===== src/rtl/tx_fifo_feeder.sv =====
// tx_fifo_feeder: circular byte FIFO in front of the UART transmitter.
// The system side pushes bytes; a small sequencer hands them to the
// transmitter one at a time and waits for its done pulse between bytes.
module tx_fifo_feeder #(
    parameter int NB_DATA = 8,
    parameter int NB_ADDR = 3
) (
    input  logic               i_clk,
    input  logic               i_reset,
    input  logic               i_wr,
    input  logic [NB_DATA-1:0] i_wr_data,
    output logic               o_full,
    output logic               o_empty,
    output logic [NB_ADDR:0]   o_count,
    output logic               o_overflow,
    output logic               o_tx_start,
    output logic [NB_DATA-1:0] o_tx_data,
    input  logic               i_tx_done,
    output logic               o_busy
);

    localparam int DEPTH = 2 ** NB_ADDR;

    typedef enum logic [1:0] {
        ST_IDLE  = 2'b00,
        ST_START = 2'b01,
        ST_WAIT  = 2'b10
    } state_e;

    logic [NB_DATA-1:0] mem_q [DEPTH];
    logic [NB_ADDR-1:0] wrPtr_q, wrPtr_d;
    logic [NB_ADDR-1:0] rdPtr_q, rdPtr_d;
    logic [NB_ADDR:0]   count_q, count_d;
    state_e             state_q, state_d;
    logic [NB_DATA-1:0] txData_q, txData_d;
    logic               overflow_q, overflow_d;
    logic               full, empty, wrAccept, pop;

    // Occupancy flags, write acceptance and the pop decision all come from
    // registered state, so a write while full is dropped even if a pop
    // happens on the same edge.
    always_comb begin
        full     = (count_q == (NB_ADDR+1)'(DEPTH));
        empty    = (count_q == '0);
        wrAccept = i_wr && !full;
        pop      = (state_q == ST_IDLE) && !empty;
    end

    // Pointer, count, overflow and transmit-byte next-state logic.
    always_comb begin
        wrPtr_d    = wrPtr_q;
        rdPtr_d    = rdPtr_q;
        count_d    = count_q;
        overflow_d = overflow_q;
        txData_d   = txData_q;
        if (wrAccept) begin
            wrPtr_d = wrPtr_q + NB_ADDR'(1);
        end
        if (pop) begin
            rdPtr_d  = rdPtr_q + NB_ADDR'(1);
            txData_d = mem_q[rdPtr_q];
        end
        case ({wrAccept, pop})
            2'b10:   count_d = count_q + (NB_ADDR+1)'(1);
            2'b01:   count_d = count_q - (NB_ADDR+1)'(1);
            default: count_d = count_q;
        endcase
        if (i_wr && full) begin
            overflow_d = 1'b1;
        end
    end

    // Sequencer: IDLE pops a byte, START pulses once, WAIT holds for done.
    always_comb begin
        state_d = ST_IDLE;
        case (state_q)
            ST_IDLE:  state_d = pop ? ST_START : ST_IDLE;
            ST_START: state_d = ST_WAIT;
            ST_WAIT:  state_d = i_tx_done ? ST_IDLE : ST_WAIT;
            default:  state_d = ST_IDLE;
        endcase
    end

    // Control registers; reset makes queued bytes unreachable but does not
    // clear the storage array.
    always_ff @(posedge i_clk or posedge i_reset) begin
        if (i_reset) begin
            wrPtr_q    <= '0;
            rdPtr_q    <= '0;
            count_q    <= '0;
            state_q    <= ST_IDLE;
            txData_q   <= '0;
            overflow_q <= 1'b0;
        end else begin
            wrPtr_q    <= wrPtr_d;
            rdPtr_q    <= rdPtr_d;
            count_q    <= count_d;
            state_q    <= state_d;
            txData_q   <= txData_d;
            overflow_q <= overflow_d;
        end
    end

    // Byte storage, written only on accepted pushes.
    always_ff @(posedge i_clk) begin
        if (wrAccept) begin
            mem_q[wrPtr_q] <= i_wr_data;
        end
    end

    // Moore outputs straight from registered state.
    always_comb begin
        o_full     = full;
        o_empty    = empty;
        o_count    = count_q;
        o_overflow = overflow_q;
        o_tx_start = (state_q == ST_START);
        o_busy     = (state_q == ST_START) || (state_q == ST_WAIT);
        o_tx_data  = txData_q;
    end

endmodule

===== config.mk =====
export PLATFORM = sky130hd
export DESIGN_NAME = tx_fifo_feeder
export DESIGN_NICKNAME = d
export VERILOG_FILES = /design/src/rtl/tx_fifo_feeder.sv
export SDC_FILE = /design/constraint.sdc
export NUM_CORES = 1
export LEC_CHECK = 0
export CORE_MARGIN = 8
export CORE_UTILIZATION = 54
export CTS_BUF_LIST = sky130_fd_sc_hd__clkbuf_16
export DETAILED_ROUTE_END_ITERATION = 16
export GPL_TIMING_DRIVEN = 1
export PLACE_DENSITY_LB_ADDON = 0.15
export SYNTH_ARGS = -nofsm -noshare
export SYNTH_HDL_FRONTEND = slang
export SYNTH_SLANG_ARGS = --single-unit

===== constraint.sdc =====
create_clock -name i_clk -period 6.8 [get_ports i_clk]
set_input_delay 1.36 -clock i_clk [delete_from_list [all_inputs] [get_ports i_clk]]
set_output_delay 1.36 -clock i_clk [all_outputs]
set_load 0.02 [all_outputs]

==> impl_results.md <==
* Gpl congestion at 0.6945
* Slew headroom at around a quarter
* Power Internal at 1330 uW
* Post-cts sizing count at 0
* Synth area leaders: edfxtp_1 (54%), dfrtp_1 (15%), mux2_2 (5.1%), mux2i_1 (4.8%), ha_1 (2.8%)
* Async S/R FF share, synth at 24.71%
* 1st-pass router iterations at 4
* Peak Freq at 0.2899 GHz
* CP cell instances: clkdlybuf4s50_1 -> nor2b_1 -> inv_1 -> ha_1 -> ha_1 -> a21o_1 -> a2111oi_0 -> nand4b_1 -> nand3_1
* Syn. warnings at 0
* DR DRC count at 0
* Yosys top cell by area: edfxtp_1
* Final hold violation count at 0
* Worst setup SP type: primary input
* Setup violations, final at 0
* Cts hold-fix bufs at 0
* CTS buffer count at 9
* Most frequent CP cell: ha_1
* Num rows at 29
* Layout area overhead at 17.34%
* Net Sw Frac at 33.81%
* Initial drt markers at roughly 130
* Avg Inst Size Synth at 15.54 um^2
* Worst path required time at 7.01 ns
* Post-CTS setup buffer count at 0
* Synth Register Bits at 85
* Final Non-Filler Cells at 341
* WP buf/inv at 2
* WL per Instance at 19.21 um
* I/O Buffers at 28
* Max FO, Critical Path at 5
* DP HPWL at 4267 um
* Max-cap violations at 0
* Routed WL at between 6000 and 7000 um
* Leak Pwr at 0.001545 uW
* Crit end category: flop
* Reg power frac at 38.0%
* First-pass GRT wire length at 10920 um
* Slew @ Worst Pin at about 1.1 ns
* Horiz. Die Dim at slightly below 100 um
* Total core area at between 6000 and 7000 um^2
* Worst Path Arrival at 3.66 ns
* Initial antenna violation count at 0
* Final period util at 50.72%
* Clk pwr share at about a quarter
* Crit path time final at 3.449 ns
* Netlist Area Pre-Place at 3542 um^2
* Post-synth top cells: edfxtp_1 (64), nand2_1 (24), dfrtp_1 (21), mux2i_1 (17), mux2_2 (16)
* Most used DFF post-synth: edfxtp_1
* Maximum vdd drop at 0.4243 mV
* Initial Util at 55.78%
* Post-synth cell types at 35
* Slowest CP cell: clkdlybuf4s50_1
* Status: complete, no violations
* Switching power at 679.2 uW
* PwrDens at 483.3 nW/um^2
* Final #Nets at 280
* Fin Setup TNS at 0 ns
* Vias per inst at between 5 and 6
* Final max-slew violation count at 0
* Comb power frac at between 30 and 40%
* CTS tree: built
* Synth top area share at 54.26%
* Die height at between 90 and 100 um
* Longest Clk Path Bufs at 2
* DRT antenna net count at 0
* Grt ovf at 0
* Post-Synthesis Net Count at about 250
* Cell count after placement at ~330
* Clock Latency Late Sink at 0.33 ns
* Root buffer cell: clkbuf_16
* Worst-path clk slew at 0.06 ns
* Ports at 29
* Largest net degree at the start of global routing at 35
* Reg-to-reg slack, setup at 3.75 ns
* CP Class: in -> reg
* Sequential element share of the synthesized area at between 60% and 70%
* TritonCTS Sinks at 85
* Die Footprint at 9407 um^2
* Most common cell in the netlist: edfxtp_1
* Critical path's top delay family: buffers and inverters
* H-Tree Depth at 3
* Antenna Cells at 0
* Final Power at around 2000 uW
* Via count at 1920
* Clock skew at 0.006709 ns
* Mapped Cells at ~230
* Overall Global Routing Usage at 14.97%
* EDFF count, synth at 64
* RSZ-0062 raised after global routing: false
* Vias in the first global route at 2055
* Share of cells above drive strength 1 at 12.88%
* Hold WC Path Type: reg -> reg
* CP peak stage delay at 0.47 ns
final cells by class:
cell class                 count  area (um^2)
clock buffer                   9        225.2
clock inverter                 7        91.34
fill                         460         2193
inverter                       8        30.03
multi-input combinational    126        978.4
sequential                    85         2447
tap                           77        96.34
timing repair buffer          29        287.8
final timing paths:
| check | start | to | depth (start not counted) |
|---|---|---|---|
| worst max-delay path | i_wr | o_count[3]$_DFFE_PP0P_ | 9 |
| worst min-delay path | o_overflow$_DFFE_PP0P_ | o_overflow$_DFFE_PP0P_ | 1 |
| worst max register to register | o_count[2]$_DFFE_PP0P_ | o_count[3]$_DFFE_PP0P_ | 8 |
| worst min register to register | o_overflow$_DFFE_PP0P_ | o_overflow$_DFFE_PP0P_ | 1 |
| max in group asynchronous | i_reset | rdPtr_q[2]$_DFFE_PP0P_ | 2 |
| min in group asynchronous | i_reset | o_tx_data[6]$_DFFE_PP0P_ | 2 |
registers in the layout (all words and copies together), names as in the netlist:
register,flops
state_q,2
wrPtr_q,3
mem_q,64
rdPtr_q,3
o_tx_data,8
o_overflow,1
o_count,4
cells in the final DEF, fill, tap and decap left out, drive strengths merged, types with 8 or more instances in the layout:
master and n:
edfxtp 64, clkdlybuf4s50 28, nand2 24, dfrtp 21
mux2i 17, mux2 16, o21ai 10, clkbuf 9
inv 9, nor2 8, o22ai 8, a221o 8
ha 8
power by group through the flow:
stage               logic [uW]  registers [uW]  clock network, uW
floorplan                  509             802                  0
global placement           724             770                  0
detailed placement         739             776                  0
CTS                        744             765                518
global route               815             781                538
finish                     733             764                512
routing by layer:
metal	share of wire (%)	track usage, %
met1	45	19.35
met2	46	21.72
met3	5.8	3.556
met4	3.2	10.41
met5	0	0
kinds of logic after synthesis:
logic type / Yosys count / share of synthesized area, %
DFF: 85 / 69.09
adders and majority gates: 9 / 3.391
buffers and inverters: 17 / 3.285
AOI/OAI and AO/OA: 31 / 6.676
muxes: 33 / 9.890
and+or+nand+nor: 48 / 6.429
xor gates and xnor gates: 5 / 1.236
metrics by stage:
| step | utilization (%) | hold slack (ns) | setup slack (ns) | instance area (um^2) |
|---|---|---|---|---|
| 2_1_floorplan | - | 0.4625 | 3.737 | 3542 |
| 3_3_place_gp | 60.47 | 0.4394 | 3.141 | 3840 |
| 3_5_place_dp | 60.47 | 0.4589 | 3.007 | 3840 |
| 4_1_cts | 65.46 | 0.4727 | 3.349 | 4156 |
| 5_1_grt | 65.46 | 0.4860 | 3.140 | 4156 |
| 6_report | 65.46 | 0.4690 | 3.351 | 4156 |
(Power assumes the default switching activity.)
